### config.mk
export PLATFORM = sky130hd
export DESIGN_NAME = instr_fetch
export DESIGN_NICKNAME = d
export VERILOG_FILES = /design/src/rtl/instr_fetch.sv
export SDC_FILE = /design/constraint.sdc
export NUM_CORES = 1
export LEC_CHECK = 0
export ABC_AREA = 1
export BUFFER_PORTS_ARGS = -buffer_cell sky130_fd_sc_hd__buf_4
export CAP_MARGIN = 20
export CORE_ASPECT_RATIO = 0.8
export CORE_MARGIN = 5
export CORE_UTILIZATION = 50
export DETAILED_ROUTE_END_ITERATION = 10
export HOLD_SLACK_MARGIN = 0.08
export PLACE_DENSITY = 0.76
export SLEW_MARGIN = 15
export SYNTH_ARGS = -nofsm -noshare
export SYNTH_HDL_FRONTEND = slang
export SYNTH_SLANG_ARGS = --single-unit
### constraint.sdc
create_clock -name clk_i -period 10 [get_ports clk_i]
set_clock_uncertainty 0.1 [all_clocks]
set_input_delay 2 -clock clk_i [delete_from_list [all_inputs] [get_ports clk_i]]
set_output_delay 2 -clock clk_i [all_outputs]
set_load 0.02 [all_outputs]
### src/rtl/instr_fetch.sv
// Instruction fetch stage: PC, imem request, one-entry skid buffer, and the IF/ID register.
// Define FETCH_STALL_CNT_EN to add a saturating stall-cycle counter on stall_cnt_o.
module instr_fetch (
  input  logic        clk_i,
  input  logic        rst_i,
  output logic        imem_req_o,
  output logic [31:0] imem_addr_o,
  input  logic        imem_ready_i,
  input  logic [31:0] imem_data_i,
  input  logic        stall_i,
  input  logic        flush_i,
  input  logic        branch_i,
  input  logic [31:0] branch_target_i,
  input  logic        jump_i,
  input  logic [25:0] jump_target_i,
  output logic [31:0] instr_o,
  output logic [5:0]  instr_op_o,
  output logic [31:0] pc_o,
  output logic [31:0] pc_plus4_o,
  output logic        valid_o,
  output logic [15:0] stall_cnt_o
);

  typedef enum logic {FETCH, HOLD} state_t;

  state_t      state_q, state_d;
  logic [31:0] pc_q, pc_d, pc_inc;
  logic [31:0] instr_q, ifid_pc_q, ifid_pc4_q;
  logic        valid_q;
  logic [31:0] skid_instr_q, skid_pc_q, skid_pc4_q;
  logic        load_fetch, load_skid, capture_skid, drop_valid;

  assign pc_inc = pc_q + 32'd4;

  always_ff @(posedge clk_i or posedge rst_i) begin
    if (rst_i) begin
      state_q <= FETCH;
      pc_q    <= 32'd0;
    end else begin
      state_q <= state_d;
      pc_q    <= pc_d;
    end
  end

  // Redirects win over everything; otherwise the fetch/hold handshake decides.
  always_comb begin
    state_d      = state_q;
    pc_d         = pc_q;
    load_fetch   = 1'b0;
    load_skid    = 1'b0;
    capture_skid = 1'b0;
    drop_valid   = 1'b0;
    if (flush_i) begin
      state_d    = FETCH;
      drop_valid = 1'b1;
    end else if (branch_i) begin
      state_d    = FETCH;
      pc_d       = branch_target_i;
      drop_valid = 1'b1;
    end else if (jump_i) begin
      state_d    = FETCH;
      pc_d       = {ifid_pc4_q[31:28], jump_target_i, 2'b00};
      drop_valid = 1'b1;
    end else begin
      case (state_q)
        FETCH: begin
          if (imem_ready_i) begin
            pc_d = pc_inc;
            if (stall_i) begin
              capture_skid = 1'b1;
              state_d      = HOLD;
            end else begin
              load_fetch = 1'b1;
            end
          end else if (!stall_i) begin
            drop_valid = 1'b1;
          end
        end
        HOLD: begin
          if (!stall_i) begin
            load_skid = 1'b1;
            state_d   = FETCH;
          end
        end
        default: state_d = FETCH;
      endcase
    end
  end

  always_ff @(posedge clk_i or posedge rst_i) begin
    if (rst_i) begin
      instr_q    <= 32'd0;
      ifid_pc_q  <= 32'd0;
      ifid_pc4_q <= 32'd0;
      valid_q    <= 1'b0;
    end else if (load_fetch) begin
      instr_q    <= imem_data_i;
      ifid_pc_q  <= pc_q;
      ifid_pc4_q <= pc_inc;
      valid_q    <= 1'b1;
    end else if (load_skid) begin
      instr_q    <= skid_instr_q;
      ifid_pc_q  <= skid_pc_q;
      ifid_pc4_q <= skid_pc4_q;
      valid_q    <= 1'b1;
    end else if (drop_valid) begin
      valid_q    <= 1'b0;
    end
  end

  // Skid contents only matter while in HOLD, so no explicit valid bit is kept.
  always_ff @(posedge clk_i or posedge rst_i) begin
    if (rst_i) begin
      skid_instr_q <= 32'd0;
      skid_pc_q    <= 32'd0;
      skid_pc4_q   <= 32'd0;
    end else if (capture_skid) begin
      skid_instr_q <= imem_data_i;
      skid_pc_q    <= pc_q;
      skid_pc4_q   <= pc_inc;
    end
  end

`ifdef FETCH_STALL_CNT_EN
  logic [15:0] stall_cnt_q;

  always_ff @(posedge clk_i or posedge rst_i) begin
    if (rst_i) begin
      stall_cnt_q <= 16'd0;
    end else if (stall_i && valid_q && (stall_cnt_q != 16'hFFFF)) begin
      stall_cnt_q <= stall_cnt_q + 16'd1;
    end
  end

  assign stall_cnt_o = stall_cnt_q;
`else
  assign stall_cnt_o = 16'd0;
`endif

  assign imem_req_o  = (state_q == FETCH) && !rst_i;
  assign imem_addr_o = pc_q;
  assign instr_o     = instr_q;
  assign instr_op_o  = instr_q[31:26];
  assign pc_o        = ifid_pc_q;
  assign pc_plus4_o  = ifid_pc4_q;
  assign valid_o     = valid_q;

endmodule

# After elaboration in Yosys (flattened, before gate mapping)
# Index checks and enable logic that the tools add are counted.
totals:
  input_bits: 97
  output_inout_bits: 152
  ramBits: 0
  ff_bits: 226
  latch_bits: 0
  memories: 0
  romBits: 0
classes:
  bitwise: 2
  n_addsub: 1
  order_cmp: 0
  n_reduce_logical: 6
  muxes: 38
  multipliers: 0
  div_mod_pow: 0
  eq_ne: 1
  shift: 0
op_table:
  columns: ["op", "n"]
  rows:
  - ["$mux W32", 10]
  - ["$add A32 B3 Y32 const B", 1]
  - ["$mux W1", 27]
  - ["$reduce_bool A3 Y1", 2]
  - ["$ne A3 B3 Y1 const B", 1]
  - ["$reduce_and A3 Y1", 1]
  - ["$not A1 Y1", 2]
  - ["$pmux W1 S2", 1]
  - ["$reduce_bool A2 Y1", 1]
  - ["$logic_and A1 B1 Y1", 1]
  - ["$logic_not A1 Y1", 1]

# Logic depth before layout (Yosys ltp)
depth:
  ltp_word: 9
  mapped_depth: 12
  ltp_nobuf: 12

# Worst setup path after synthesis
# OpenSTA, ideal clock, no wires.
synth_timing:
  path_type: "input to output"
  startpoint: "input port rst_i"
  endpoint: "output port imem_req_o"
  path_slack_ns: 5.620
  arrival_ns: 2.280
  path_stages: 1
  required_ns: 7.900
  cell_sequence: "nor2_1"
synth_between:
  elab_chain_cells: 2
synth_rtl:
  columns: ["item", "line_no", "text"]
  rows:
  - ["from (decl)", "5", "input logic rst_i,"]
  - ["$logic_not A1 Y1", "140", "assign imem_req_o = (state_q == FETCH) && !rst_i;"]
  - ["$logic_and A1 B1 Y1", "140", null]
  - ["to (decl)", "6", "output logic imem_req_o,"]
# Every way passes these cells.

# Final worst setup path
# Same ends and word-level chain as after synthesis.

==> metrics.yaml <==
status: "completed"
syn2layout_area_growth_pct: 24.64
hold_buffers: 0
topRoutingLayerUsed: "met4"
clock_sinks: 222
die-width_um: 173.0
nNetsFinal: 1645
wire_per_inst_um: 17.42
hold_viol: 0
switching_share_pct: 32.62
synth_cells: 1366
cp-start-kind: "input pin"
worstHoldPathCells: 2
cts_resized: 0
num_vias: 9856
synth_cell_types: 34
cts_tree: "built"
grt_overflow: 0
synth_seq_cells: 222
synth_edf_count: 0
ff2ff_path_depth: 9
ant_nets: 0
p_switching_w: 0.0009600
grt_pass1_vias: 9646
worstMarginPinSlew_ns: 0.8063
portBuffers: 232
worstHoldEndpoint: "skid_instr_q[14]"
yosysWarningCount: 0
hp-start: "skid_instr_q[14]"
path_max_fanout: 2
critPathKind: "in -> out"
period_share_pct: 45.00
drv_slew: 0
seq_power_share_pct: 42.6
hold_path_class: "reg -> reg"
die_y_um: 140.4
power.leakage_nw: 6.720
layoutNonFillerInstCount: 1834
clkLatencyLatePin_ns: 0.51
crit_required_ns: 7.90
ir_drop_v: 0.00009647
yosys_most_used_dff: "dfrtp_1"
rsz0062_at_grt: "false"
clk_pin_slew_ns: 0.06
post-cts-setup-buffers: 0
regToRegEndpoint: "imem_addr_o[14]"
endpoint_kind: "output port"
h-tree-depth: 1
vias_per_cell: 5.374
tns_ns: 0
dr_wl_met3_um: 2962
r2r_start: "imem_addr_o[2]"
fmax_ghz: 0.2222
drc: 0
crit_chain: "buf_4 -> nor2_1 -> buf_4"
drv_cap: 0
r2r_setup_slack_ns: 7.47
dp.cells: 1786
slowest_stage: "buf_4"
hpwl_um: 20970
antenna_cells: 0
dieArea_mm2: 0.02428
synth_area_mm2: 0.01062
grt_max_degree: 146
cts_root_buffer: "clkbuf_16"
antenna_found_initial: 0
crit_top_cell: "buf_4"
p_clk_share_pct: 32.0
drtIter0Drc: 1149
ys_seq_area_share_pct: 52.30
clockBufferDepth: 3
crit_arrival_ns: 2.40
period_needed_ns: 4.500
cts_buffers: 24
grtUsageTotal_pct: 25.90
coreArea_mm2: 0.02082
synth-async-reset-ratio_pct: 100.0
avgSynthCellArea_um2: 7.776
dr_wl_met2_um: 13930
drt-met1-wl_um: 14520
max_stage_delay_ns: 0.16
first_pass_iters: 6
layout-drive-gt1-share_pct: 19.30
start_util_pct: 51.02
p_comb_share_pct: 25.4
slew_headroom_pct: 46.24
place.gp.congestion: 0.8918
setup_violations: 0
power_density_mw_per_mm2: 222.3
grt_pass1_wl_um: 51830
pin_count: 249
totalWireLength_um: 31960
p_int_w: 0.001983
rows: 47
-- placed cells by master (no fill, tap or decap) --
master and n:
nor2_1 176, nor3_4 1, buf_16 2, nand2_1 422, a21oi_1 67, nor2_2 4, xor2_1 10, o21ai_1 70
clkinvlp_4 1, o22ai_1 1, nor2_4 2, ha_1 1, buf_12 2, clkinv_2 8, dfrtp_1 222, and2_1 3
inv_8 1, o211ai_1 6, nand3_1 33, a22oi_1 5, buf_4 240, o221ai_1 1, clkbuf_16 25, conb_1 16
nand2_4 1, and3_1 1, nand4_1 2, nand3_4 1, inv_1 60, clkbuf_1 2, o21a_1 4, clkinv_4 1
clkbuf_8 7, a31oi_1 6, o21ai_0 155, bufinv_16 3, inv_2 3
-- per-layer routing --
layer	vias to the layer above	global-route usage, %
li1	4713	-
met1	4627	38.76
met2	473	39.69
met3	43	4.957
met4	0	5.374
met5	-	0
-- worst max-delay path by stage --
stage,end,depth (start not counted),startpoint,slack (ns)
floorplan,imem_addr_o[0],1,rst_i,1.82
global placement,pc_plus4_o[24],9,branch_i,5.19
detailed placement,pc_plus4_o[30],9,branch_i,5.15
CTS,imem_req_o,3,rst_i,5.50
global route,pc_plus4_o[23],9,branch_i,5.40
finish,imem_req_o,3,rst_i,5.50
-- synth_stat cells, types with 2 or more instances --
cell type	count	share of area [%]
dfrtp_1	222	52
a21oi_1	67	3.2
buf_4	28	2.0
nand4_1	2	0.12
clkbuf_1	46	1.6
o21ai_1	70	3.3
a31oi_1	6	0.35
nor2_4	2	0.21
nand2_1	422	15
buf_2	22	1.0
inv_1	62	2.2
o211ai_1	6	0.42
and2_1	3	0.18
nor2_1	176	6.2
nor2_2	4	0.24
buf_6	3	0.32
nand3_1	33	1.6
o21ai_0	155	7.3
xor2_1	10	0.82
inv_2	2	0.071
o21a_1	4	0.28
a22oi_1	5	0.35
buf_1	5	0.18
-- state kept, by name, summed over array words and instances, names as in the netlist --
register	cells
skid_instr_q	32
state_q	1
imem_addr_o	32
skid_pc_q	32
valid_o	1
pc_plus4_o	30
instr_o	32
skid_pc4_q	30
pc_o	32
-- power by group through the flow --
| stage | clock network (W) | logic, W | registers, W |
|---|---|---|---|
| floorplan | 0 | 0.000301 | 0.00136 |
| global placement | 0 | 0.000727 | 0.00126 |
| detailed placement | 0 | 0.000745 | 0.00126 |
| CTS | 0.000957 | 0.000749 | 0.00125 |
| global route | 0.000996 | 0.000823 | 0.00128 |
| finish | 0.000942 | 0.000748 | 0.00125 |
-- per-stage QoR --
stage                     area (um^2)  hold slack [ns]  power (W)  util [%]  setup slack [ns]
after floorplan                 10680           0.3436   0.001664         -             1.822
after global placement          12290           0.3553   0.001986     59.02             5.189
after detailed placement        12290           0.3595   0.002008     59.02             5.146
after CTS                       13140           0.3761   0.002956     63.14             5.499
after global routing            13240           0.3914   0.003095     63.60             5.398
final                           13240           0.3728   0.002943     63.60             5.500
-- worst max-delay path: cells and delay by family --
kind | cells | cell delay (ns)
buffers and inverters | 2 | 0.29
AND/OR/NAND/NOR | 1 | 0.11
-- layout make-up --
class | instances | area [um^2]
multi-input cells | 988 | 4327
clock inverters | 10 | 127.6
clock buffers | 34 | 729.5
repair buffers | 244 | 1897
inverters | 67 | 266.5
well taps | 269 | 336.6
flip-flops and latches | 222 | 5555
fillers | 1814 | 7579
-- kinds of logic after synthesis --
| logic type | after synthesis | synth area share (%) |
|---|---|---|
| XOR/XNOR | 10 | 0.8246 |
| buffers and inverters | 171 | 7.563 |
| other | 1 | 0.03531 |
| adder cells (fa/ha/maj) | 1 | 0.1178 |
| AO/OA/AOI/OAI | 315 | 15.31 |
| flip-flops | 222 | 52.30 |
| AND/OR/NAND/NOR | 646 | 23.84 |
(Power assumes the default switching activity.)
